<file path="src/rtl/alu_32bit_seq.sv">
// Sequential 32-bit ALU with a valid/ready handshake on each side.
// Logic ops complete in one cycle; SLL/SRL shift one bit per cycle.
module alu_32bit_seq #(
  parameter int unsigned WIDTH = 32
) (
  input  logic             clk,
  input  logic             rst_n,
  input  logic             in_valid,
  output logic             in_ready,
  input  logic [WIDTH-1:0] a,
  input  logic [WIDTH-1:0] b,
  input  logic [3:0]       op,
  output logic             out_valid,
  input  logic             out_ready,
  output logic [WIDTH-1:0] result,
  output logic             zero,
  output logic             illegal_op
);

  localparam logic [3:0] OpAdd = 4'b0000;
  localparam logic [3:0] OpSub = 4'b0001;
  localparam logic [3:0] OpAnd = 4'b0010;
  localparam logic [3:0] OpOr  = 4'b0011;
  localparam logic [3:0] OpXor = 4'b0100;
  localparam logic [3:0] OpSll = 4'b0101;
  localparam logic [3:0] OpSrl = 4'b0110;

  typedef enum logic [1:0] {StIdle, StShift, StDone} state_e;

  state_e           state_q, state_d;
  logic [WIDTH-1:0] acc_q;
  logic [4:0]       cnt_q;
  logic             dir_right_q;
  logic [WIDTH-1:0] result_q;
  logic             zero_q;
  logic             illegal_q;

  logic             accept;
  logic             is_shift;
  logic [4:0]       shamt;
  logic [WIDTH-1:0] alu_res;
  logic             alu_illegal;
  logic [WIDTH-1:0] acc_shifted;
  logic             load_en;
  logic [WIDTH-1:0] load_val;
  logic             load_illegal;

  assign accept   = in_valid && (state_q == StIdle);
  assign is_shift = (op == OpSll) || (op == OpSrl);
  assign shamt    = b[4:0];

  // Single-cycle operations; carry and borrow fall off the top.
  always_comb begin
    alu_res     = '0;
    alu_illegal = 1'b0;
    case (op)
      OpAdd:   alu_res = a + b;
      OpSub:   alu_res = a - b;
      OpAnd:   alu_res = a & b;
      OpOr:    alu_res = a | b;
      OpXor:   alu_res = a ^ b;
      OpSll:   alu_res = a;
      OpSrl:   alu_res = a;
      default: alu_illegal = 1'b1;
    endcase
  end

  assign acc_shifted = dir_right_q ? (acc_q >> 1) : (acc_q << 1);

  // State register.
  always_ff @(posedge clk or negedge rst_n) begin
    if (!rst_n) begin
      state_q <= StIdle;
    end else begin
      state_q <= state_d;
    end
  end

  // Next-state logic.
  always_comb begin
    state_d = state_q;
    case (state_q)
      StIdle: begin
        if (accept) begin
          if (is_shift && (shamt != 5'd0)) begin
            state_d = StShift;
          end else begin
            state_d = StDone;
          end
        end
      end
      StShift: begin
        if (cnt_q == 5'd1) begin
          state_d = StDone;
        end
      end
      StDone: begin
        if (out_ready) begin
          state_d = StIdle;
        end
      end
      default: state_d = StIdle;
    endcase
  end

  // Output logic.
  always_comb begin
    in_ready  = 1'b0;
    out_valid = 1'b0;
    case (state_q)
      StIdle:  in_ready  = 1'b1;
      StDone:  out_valid = 1'b1;
      default: ;
    endcase
  end

  // Result register is written only when an operation completes, so it
  // holds steady through any amount of output backpressure.
  always_comb begin
    load_en      = 1'b0;
    load_val     = '0;
    load_illegal = 1'b0;
    if (accept && !(is_shift && (shamt != 5'd0))) begin
      load_en      = 1'b1;
      load_val     = alu_res;
      load_illegal = alu_illegal;
    end else if ((state_q == StShift) && (cnt_q == 5'd1)) begin
      load_en  = 1'b1;
      load_val = acc_shifted;
    end
  end

  always_ff @(posedge clk or negedge rst_n) begin
    if (!rst_n) begin
      acc_q       <= '0;
      cnt_q       <= 5'd0;
      dir_right_q <= 1'b0;
    end else if (accept && is_shift) begin
      acc_q       <= a;
      cnt_q       <= shamt;
      dir_right_q <= (op == OpSrl);
    end else if (state_q == StShift) begin
      acc_q <= acc_shifted;
      cnt_q <= cnt_q - 5'd1;
    end
  end

  always_ff @(posedge clk or negedge rst_n) begin
    if (!rst_n) begin
      result_q  <= '0;
      zero_q    <= 1'b1;
      illegal_q <= 1'b0;
    end else if (load_en) begin
      result_q  <= load_val;
      zero_q    <= (load_val == '0);
      illegal_q <= load_illegal;
    end
  end

  assign result     = result_q;
  assign zero       = zero_q;
  assign illegal_op = illegal_q;

endmodule

</file>
<file path="config.mk">
export PLATFORM = sky130hd
export DESIGN_NAME = alu_32bit_seq
export DESIGN_NICKNAME = d
export VERILOG_FILES = /design/src/rtl/alu_32bit_seq.sv
export SDC_FILE = /design/constraint.sdc
export NUM_CORES = 1
export LEC_CHECK = 0
export ABC_AREA = 1
export BUFFER_PORTS_ARGS = -buffer_cell sky130_fd_sc_hd__buf_2
export CAP_MARGIN = 20
export CORE_UTILIZATION = 45
export CTS_CLUSTER_SIZE = 14
export DETAILED_ROUTE_END_ITERATION = 6
export PLACE_DENSITY_LB_ADDON = 0.15
export SETUP_SLACK_MARGIN = 0.2
export SYNTH_ARGS = -nofsm -noshare
export SYNTH_HDL_FRONTEND = slang
export SYNTH_SLANG_ARGS = --single-unit
</file>
<file path="constraint.sdc">
create_clock -name clk -period 1.8 [get_ports clk]
set_input_delay 0 -clock clk [delete_from_list [all_inputs] [get_ports clk]]
set_output_delay 0 -clock clk [all_outputs]
set_load 0.02 [all_outputs]
</file>
; Yosys cells after proc, flatten, opt, wreduce, memory -nomap -nowiden
; Index checks and enable logic that the tools add are counted.
[totals]
reg_bits = 74
inputBits = 72
word_cells = 59
[op_classes]
add_sub_neg = 3
n_eq_ne = 12
muxes = 19
bitwise = 3
n_reduce_logical = 15
[op_table]
columns = cell, n
row1 = 32-bit case mux with 6 select lines, 1
row2 = 32-bit two-way mux, 5
row3 = 32-bit adder, 1
row4 = 32-bit bitwise AND, 1
row5 = 32-bit zero test, 1
row6 = 32-bit OR, 1
row7 = 32-bit subtractor, 1
row8 = 32-bit XOR, 1
row9 = 4-bit by 3-bit equality test with 1-bit output (second input constant), 3
row10 = 5-bit two-way mux, 2
row11 = 4-bit by 2-bit equality test with 1-bit output (second input constant), 2
row12 = 2-bit two-way mux, 4
row13 = 7-bit OR reduction, 1
row14 = 1-bit two-way mux, 6
row15 = 2-bit inequality test (second input constant), 3
row16 = 2-bit case mux with 3 select lines, 1
row17 = 5-bit by 1-bit equality test with 1-bit output (second input constant), 1
row18 = 1-bit logical AND, 5
row19 = 5-bit nonzero test, 1
row20 = 5-bit by 1-bit subtractor with 5-bit output (second input constant), 1
row21 = 4-bit by 1-bit equality test with 1-bit output (second input constant), 1
row22 = 4-bit zero test, 1
row23 = 3-bit AND reduction, 1
row24 = 2-bit by 1-bit equality test with 1-bit output (second input constant), 1
row25 = 6 further kinds, 6

; Logic depth before layout (Yosys ltp)
; Gate-level depths: netlist of the first run.
[depth]
ltp_word = 7
mapped_depth = 32
ltp_nobuf = 32

; Least setup slack after synthesis of the first run
; Ideal clock, no wire load.
[synth_path]
kind = input-to-reg
start = input port b[1]
end = register zero_q, in the netlist zero
setup_ns = 0.060
arrival_ns = 2.932
required_ns = 1.740
slack_ns = -1.193
stages = 28
n_path_buf = 0
path_cell_list = inv_1 -> ha_1 -> nand3_1 -> nor3_1 -> nand3_1 -> inv_1 -> nand3_1 -> nor3_2 -> a41oi_1 -> o21bai_1 -> xor2_1 -> ha_1 -> nand2_1 -> nor2_1 -> nand2_1 -> nor3_1 -> nand2_1 -> nand2_1 -> nand2_1 -> nand3_1 -> nand2_1 -> nand2_1 -> nand2_1 -> nor2_1 -> nand2_1 -> nor2_1 -> nand4_1 -> nand2_1
[synth_between]
elab_chain_len = 6
word_cells_on_any_way = 13
classes_between = add/sub (2) / mux (3) / bitwise (3) / reduce/logical (5)
[synth_lines]
columns = element, line_no
row1 = start: declaration, 11  ; input logic [WIDTH-1:0] b,
row2 = "parallel branches: the longest is 6 deep, another holds 32-bit subtractor", -
row3 = end signal: assignment, 155  ; zero_q <= (load_val == '0);
row4 = end: declaration, 35  ; logic zero_q;
; Several ways; the timed one is not identified.
; A chain may end at the register's enable or synchronous reset.

; Worst setup path after layout of the first run
[layout_path]
start = input port b[0]
end = register zero_q, in the netlist zero
; Same word-level chain as after synthesis.

==> summary.md, run 1 <==
| Metric | Value |
|---|---|
| Final Max Tran Viols | 0 |
| Tcrit/Tclk final | 1.773 |
| Final WL | 37150 µm |
| Gr usage total | 0.3453 |
| Fin. Hold Viols | 0 |
| Final nets | 2156 |
| Fillers | 1611 |
| Top cells by area, synth | nand2_1 23%, dfrtp_1 20%, ha_1 14% |
| CTS Sinks | 74 |
| Synth Flop Type | dfrtp_1 |
| Global-route wire length before repair | 54790 µm |
| Io pins | 108 |
| Initial antenna violation count | 2 |
| Syn. warnings | 0 |
| Worst setup EP type | flop |
| H-tree Lvls | 3 |
| Max incr delay on CP | 0.40 ns |
| Critical path buffers and inverters | 7 |
| Slowest-stage cell, CP | ha_2 |
| Hold Path Class | input port to flop |
| Number of DRC markers in iteration 0 | 669 |
| Setup repair after global routing missed its margin | true |
| First-pass DRT Iterations | 5 |
| WHS | 0.1073 ns |
| Synthesized net count | 1683 |
| Met3 wire length | 2078 µm |
| Register area share after synthesis | 0.2022 |
| Die height | 144.7 µm |
| Fraction of layout cells with a size suffix above 1 | 0.3962 |
| GRT overflow | 0 |
| Final setup viols | 35 |
| Worst setup margin | -1.391 ns |
| Worst-path maximum fanout | 4 |
| Area Overhead vs Synth | 60.43% |
| Clock Latency Late Sink | 0.34 ns |
| Status | complete, but fails checks |
| Fmax achieved | 0.3134 GHz |
| Finished layout cell area | 14700 µm² |
| CTS tree | built |
| CTS Buf Count | 9 |
| Mapped Area | 9163 µm² |
| Cell with the most instances after synthesis | nand2_1 |
| Post-detailed-route count of antenna-violating nets | 0 |
| Pwr dens | 818.5 nW/µm² |
| Routed met2 length | 17970 µm |
| Core footprint | 19720 µm² |
| Max-cap viol count | 0 |
| Non-Filler Instances | 2255 |
| Number of cell rows | 51 |
| Number of remaining DRC errors | 0 |
| Post-synth top cells | 550 x nand2_1, 256 x inv_1, 104 x nor2_1 |
| Placer Congestion | 1.010 |
| Area leader, netlist | nand2_1 |
| Number of synthesized flops with an enable pin | 0 |
| Setup TNS | -30.80 ns |
| WL met1 | 15160 µm |
| Synth top area share | 0.2253 |
| Syn Area/Cell | 6.064 µm² |
| Root buf cell | clkbuf_16 |
| Via density | 5.211 |
| Reg clk slew, reported paths | 0.06 ns |
| LEAKAGE | 8.302 nW |
| Failing checks | negative setup slack |
| Total number of vias | 11750 |
| Worst-Margin Slew | 0.6118 ns |
| PortBufs | 107 |
| Critical path data required time | 2.08 ns |
| Placed cell count | 2175 |
| Synth cell types | 46 |
| Min Tclk post-route | 3.191 ns |
| Async SR Flop Fraction | 1.000 |
| DP Area | 12690 µm² |
| Largest net degree at the start of global routing | 47 |
| Maximum VDD drop | 0.7727 mV |
| Initial Util | 0.4647 |
| DR WL/cell | 16.48 µm |
| Vias in the first global route | 11070 |
| Slew HR | 0.5921 |
| Largest delay share family, worst path | simple AND/OR/NAND/NOR gates |
| Synth Instances | 1511 |
| Clk_skew | 0.005221 ns |
| Highest routing layer actually used | met5 |
| Width of the die | 144.7 µm |
| Dpl hpwl | 28600 µm |
| FF+latch count, synth | 74 |
| CTS Buffer Depth | 2 |
| Critical Path AT | 3.47 ns |
| Startpoint type of the worst setup path | input port |
| Place WS | -1.829 ns |
| Top cell by count, worst path | nand2_1 |
| Critical path class | input port to flop |
| Die Area | 20940 µm² |
## per-stage QoR
step	util	power, W
global placement	0.6438	0.008732
detailed placement	0.6438	0.008875
floorplan	-	0.006263
finish	0.7455	0.01203
global route	0.7454	0.01281
CTS	0.7126	0.01146
## routing by layer
metal  GRT usage  vias to the layer above
li1            -                     5750
met1      0.4060                     5445
met2      0.6043                      449
met3     0.05726                      105
met4      0.1745                        2
met5           0                        -
## final timing paths
path	from	to	slack [ns]	cells past startpoint
setup reg to reg	cnt_q[0]	zero	-0.38	14
setup / recovery	b[0]	zero	-1.39	31
max in group asynchronous	rst_n	acc_q[28]	0.92	3
min in group asynchronous	rst_n	result[21]	0.22	2
hold reg to reg	result[15]	result[15]	0.47	1
hold / removal	a[31]	acc_q[31]	0.11	3
## flip-flops by register name, summed over array words and instances, names as in the netlist
name	count
acc_q	32
cnt_q	5
dir_right_q	1
illegal_op	1
result	32
state_q	2
zero	1
## power by group
| part | total (W) | leakage [nW] | switching (W) | internal, W |
|---|---|---|---|---|
| Clock | 0.00195 | 0.156 | 0.000707 | 0.00125 |
| Sequential | 0.00290 | 0.936 | 0.000474 | 0.00243 |
| Combinational | 0.00717 | 7.21 | 0.00399 | 0.00319 |
| Total | 0.0120 | 8.30 | 0.00517 | 0.00686 |
## area by class of cell
| class | count | area (µm²) | area share |
|---|---|---|---|
| clock inverter | 5 | 77.57 | 0.005277 |
| sequential | 74 | 1853 | 0.1261 |
| timing repair buffer | 504 | 3880 | 0.2640 |
| multi-input combinational | 1133 | 7287 | 0.4957 |
| tap | 265 | 331.6 | 0.02256 |
| clock buffer | 11 | 242.7 | 0.01651 |
| antenna | 1 | 2.502 | 0.0001702 |
| inverter | 262 | 1025 | 0.06971 |
## timing repair
action,4_1_cts,5_1_grt
pin swaps,75,66
setup endpoints to repair,35,69
setup buffers,35,19
hold buffers,3,0
gates resized for setup,172,119
gates cloned,3,3
hold endpoints to repair,45,0
## cells in the final DEF, fill, tap and decap left out, drive strengths merged, types with 3 or more instances in the layout
cell type,synthesis,routed
nand2,554,554
buf,25,498
inv,260,261
nor2,116,116
ha,99,99
nand3,84,84
o21ai,79,79
dfrtp,73,73
o221ai,37,37
a21oi,35,35
xor2,32,32
nand4,17,17
clkbuf,17,13
nor3,13,13
or2,11,11
a221oi,11,11
o211ai,8,8
nand3b,7,7
a21o,7,7
a211oi,4,4
dlygate4sd3,0,3
nor4,3,3
a22oi,3,3
clkinv,2,3
## tightest hold or removal path: cells and delay by family
| kind | cells | cell delay, ns |
|---|---|---|
| AOI/OAI and AO/OA | 1 | 0.20 |
| buffers and inverters | 2 | 0.20 |
## cell families after synthesis
| family | count (synthesis) | share of synthesized area |
|---|---|---|
| and+or+nand+nor | 807 | 0.3628 |
| AOI/OAI and AO/OA | 193 | 0.1356 |
| DFF | 74 | 0.2022 |
| xor gates and xnor gates | 32 | 0.03059 |
| buffers and inverters | 304 | 0.1303 |
| adders and majority gates | 100 | 0.1374 |
| muxes | 1 | 0.001092 |
No activity file was read; power rests on OpenSTA's default activity.
==> inputs of run 2 (changes only) <==
--- a/config.mk
+++ b/config.mk
@@ -8,7 +8,7 @@
 export ABC_AREA = 1
 export BUFFER_PORTS_ARGS = -buffer_cell sky130_fd_sc_hd__buf_2
 export CAP_MARGIN = 20
-export CORE_UTILIZATION = 45
+export CORE_UTILIZATION = 55
 export CTS_CLUSTER_SIZE = 14
 export DETAILED_ROUTE_END_ITERATION = 6
 export PLACE_DENSITY_LB_ADDON = 0.15
==> run 2 against run 1 <==
The flow now stops in 5_1_grt. Synthesized cell count did not move. Synthesized area did not move.
==> summary.md, run 2 <==
| Metric | Value |
|---|---|
| Status | did not finish |
| Failed at | 5_1_grt |
| First error | [ERROR GRT-0232] Routing congestion too high. Check the congestion heatmap in the GUI. |
| Root buf cell | clkbuf_16 |
| H-tree Lvls | 3 (unchanged) |
| Placer Congestion | 1.040 (+3.0%) |
| Syn Area/Cell | 6.064 µm² (unchanged) |
| Io pins | 108 (unchanged) |
| CTS Sinks | 74 (unchanged) |
| Place WS | -2.000 ns (-0.1704 ns) |
| Post-synth top cells | 550 x nand2_1, 256 x inv_1, 104 x nor2_1 |
| Dpl hpwl | 27590 µm (-3.5%) |
| Number of synthesized flops with an enable pin | 0 (unchanged) |
| Number of cell rows | 46 (-9.8%) |
| GRT overflow | 1594 |
| Syn. warnings | 0 (unchanged) |
| PortBufs | 107 (unchanged) |
| Area leader, netlist | nand2_1 |
| Synthesized net count | 1683 (unchanged) |
| Synth top area share | 0.2253 (unchanged) |
| Synth Flop Type | dfrtp_1 |
| Initial Util | 0.5706 (+0.1059) |
| Grt repair worst endpoint | zero$_DFFE_PN1P_/D |
| Cell with the most instances after synthesis | nand2_1 |
| Register area share after synthesis | 0.2022 (unchanged) |
| Worst endpoint type | sequential cell input |
| FF+latch count, synth | 74 (unchanged) |
| Top cells by area, synth | nand2_1 23%, dfrtp_1 20%, ha_1 14% |
| Async SR Flop Fraction | 1.000 (unchanged) |
| Die height | 131.1 µm (-9.4%) |
| CTS Buffer Depth | 2 (unchanged) |
| Largest net degree at the start of global routing | 39 |
| Gr usage total | 1.007 |
| Width of the die | 131.1 µm (-9.4%) |
| DP Area | 12520 µm² (-1.4%) |
| Synth cell types | 46 (unchanged) |
| CTS Buf Count | 9 (unchanged) |
| Synth Instances | 1511 (unchanged) |
| Mapped Area | 9163 µm² (unchanged) |
==> run 2: cell counts after synthesis <==
No cell type changed its count.
==> run 2: logic make-up after synthesis <==
group,count (synthesis),synth area share
AND/OR/NAND/NOR,807,0.3628
buffers and inverters,304,0.1303
AO/OA/AOI/OAI,193,0.1356
adder cells (fa/ha/maj),100,0.1374
flip-flops,74,0.2022
XOR/XNOR,32,0.03059
multiplexers,1,0.001092
==> run 2: metrics by stage <==
| step | utilization | instances | hold WS [ns] |
|---|---|---|---|
| after floorplan | - | 1511 | -0.2956 |
| after global placement | 0.7796 | 2111 | 0.003490 |
| after CTS | 0.8741 | 2180 | 0.05195 |
| after detailed placement | 0.7796 | 2111 | 0.006367 |
==> run 2: what timing repair did <==
item                                   in CTS
pin swaps                                  72
cloned                                      5
buffers inserted                           45
resized for setup                         175
hold buffers                                3
endpoints found under the hold margin      39
setup endpoints to repair                  53
==> run 2: metal layers <==
layer / GRT usage / overflow
met5: 0.3206 / 2
met1: 0.8835 / 13
met2: 1.389 / 1279
met4: 1.149 / 275
met3: 0.7163 / 25
==> inputs of run 3 (changes only) <==
--- a/config.mk
+++ b/config.mk
@@ -8,11 +8,9 @@
 export ABC_AREA = 1
 export BUFFER_PORTS_ARGS = -buffer_cell sky130_fd_sc_hd__buf_2
 export CAP_MARGIN = 20
-export CORE_UTILIZATION = 55
-export CTS_CLUSTER_SIZE = 14
+export CORE_UTILIZATION = 40
 export DETAILED_ROUTE_END_ITERATION = 6
 export PLACE_DENSITY_LB_ADDON = 0.15
-export SETUP_SLACK_MARGIN = 0.2
 export SYNTH_ARGS = -nofsm -noshare
 export SYNTH_HDL_FRONTEND = slang
 export SYNTH_SLANG_ARGS = --single-unit
==> constraint.sdc (replaced) <==
create_clock -name clk -period 2.3 [get_ports clk]
set_input_delay 0 -clock clk [delete_from_list [all_inputs] [get_ports clk]]
set_output_delay 0 -clock clk [all_outputs]
set_load 0.02 [all_outputs]
==> run 3 against run 2 <==
The flow now finishes, with violations (negative setup slack).
==> summary.md, run 3 (synthesis results as in run 1) <==
| Metric | Value |
|---|---|
| Failing checks | negative setup slack |
| Place WS | -1.543 ns (+0.4564 ns) |
| Critical path data required time | 2.58 ns |
| Area Overhead vs Synth | 43.78% |
| Clock Latency Late Sink | 0.34 ns |
| CTS Buf Count | 9 (unchanged) |
| Number of remaining DRC errors | 0 |
| Non-Filler Instances | 2157 |
| Via density | 5.106 |
| Post-detailed-route count of antenna-violating nets | 0 |
| Min Tclk post-route | 3.224 ns |
| DP Area | 11890 µm² (-5.0%) |
| Number of cell rows | 55 (+20%) |
| Io pins | 108 (unchanged) |
| Dpl hpwl | 27610 µm (about the same) |
| Max incr delay on CP | 0.34 ns |
| Startpoint type of the worst setup path | input port |
| Final Max Tran Viols | 0 |
| Worst setup endpoint | zero |
| Die Area | 23520 µm² |
| Root buf cell | clkbuf_16 |
| Start point of the critical path | b[0] |
| Hold Path Class | input port to flop |
| Width of the die | 153.4 µm (+17%) |
| Clk_skew | 0.008452 ns |
| CTS tree | built |
| Fmax achieved | 0.3102 GHz |
| Initial antenna violation count | 0 |
| H-tree Lvls | 3 (unchanged) |
| LEAKAGE | 7.528 nW |
| Pwr dens | 621.2 nW/µm² |
| Placed cell count | 2114 (+0.14%) |
| Maximum VDD drop | 0.5152 mV |
| R2r setup slk | 0.04 ns |
| Fin. Hold Viols | 0 |
| Worst r2r src | cnt_q[1] |
| Setup repair after global routing missed its margin | true |
| CTS Sinks | 74 (unchanged) |
| Fraction of layout cells with a size suffix above 1 | 0.3216 |
| Critical Path AT | 3.50 ns |
| Status | complete, but fails checks |
| Placer Congestion | 0.9649 (-7.2%) |
| Max-cap viol count | 0 |
| Reg clk slew, reported paths | 0.05 ns |
| Worst-path maximum fanout | 3 |
| Largest net degree at the start of global routing | 75 |
| DR WL/cell | 15.68 µm |
| Final nets | 2040 |
| Finished layout cell area | 13170 µm² |
| Final setup viols | 23 |
| Commonest non-fill, non-tap cell in the layout | nand2_1 |
| First-pass DRT Iterations | 6 |
| Gr usage total | 0.2918 |
| Ant diodes | 0 |
| R2r worst-path depth | 15 |
| Worst-Margin Slew | 0.9541 ns |
| Total number of vias | 11010 |
| PortBufs | 107 (unchanged) |
| Commonest non-fill, non-tap cells in the layout | 491 x nand2_1, 266 x buf_4, 245 x inv_1 |
| Slew HR | 0.3639 |
| Number of DRC markers in iteration 0 | 693 |
| Reg2reg end | zero |
| Die height | 153.4 µm (+17%) |
| Vias in the first global route | 10800 |
| Worst setup margin | -0.9242 ns |
| GRT overflow | 0 |
| Setup TNS | -10.54 ns |
| Top cell by count, worst path | nand2_2 |
| CTS Buffer Depth | 2 (unchanged) |
| Critical path class | input port to flop |
| Tcrit/Tclk final | 1.402 |
| Global-route wire length before repair | 53820 µm |
| Hold Crit Depth | 3 |
| Worst setup EP type | flop |
| Slowest-stage cell, CP | ha_1 |
| Final WL | 33830 µm |
| Core footprint | 22570 µm² |
| Initial Util | 0.4059 (-0.1647) |
run 3: metal layers:
| metal | vias to the layer above | GRT usage | routed length (µm) |
|---|---|---|---|
| li1 | 5517 | - | - |
| met1 | 5090 | 0.3524 | 14130 |
| met2 | 332 | 0.5234 | 16590 |
| met3 | 74 | 0.03289 | 1610 |
| met4 | 0 | 0.1229 | 1493 |
| met5 | - | 0 | 0 |
run 3: worst min path at each step:
stage | to | startpoint | slack, ns
floorplan | acc_q[0] | rst_n | -0.30
global placement | result[31] | rst_n | 0.21
detailed placement | result[27] | rst_n | 0.21
CTS | acc_q[25] | a[25] | 0.07
global route | acc_q[27] | a[27] | 0.09
finish | acc_q[25] | a[25] | 0.07
run 3: critical path: cells and delay by family:
kind            cells  cell delay, ns
fa+ha+maj           2            0.48
xor+xnor            1            0.14
simple gates       20            1.83
buf+inv             5            0.46
compound gates      3            0.58
run 3: final cells by class:
class / count / area (µm²)
clock buffer: 12 / 246.5
clock inverter: 3 / 40.04
timing repair buffer: 388 / 2771
multi-input combinational: 1133 / 6897
tap: 285 / 356.6
inverter: 262 / 1010
fill: 2280 / 9398
sequential: 74 / 1853
run 3: what timing repair did:
action                                  4_1_cts  5_1_grt
gates cloned                                  0        0
gates resized for setup                     125       78
hold endpoints to repair                     75        0
buffers inserted                             18        8
pin swaps                                    57       52
hold buffers                                  3        0
endpoints found under the setup margin       29       30
run 3: where the power goes:
group / switching (W) / internal (W) / leakage (nW)
logic: 0.00272 / 0.00183 / 6.45
clock network: 0.000515 / 0.000860 / 0.142
registers: 0.000353 / 0.00190 / 0.936
total: 0.00359 / 0.00459 / 7.53
run 3: stage by stage:
step                power, W  hold slack [ns]  utilization
floorplan           0.004833          -0.2956            -
global placement    0.006420           0.2118       0.5267
detailed placement  0.006476           0.2102       0.5267
CTS                 0.008062          0.06622       0.5674
global route        0.008862          0.08827       0.5836
finish              0.008184          0.06877       0.5836
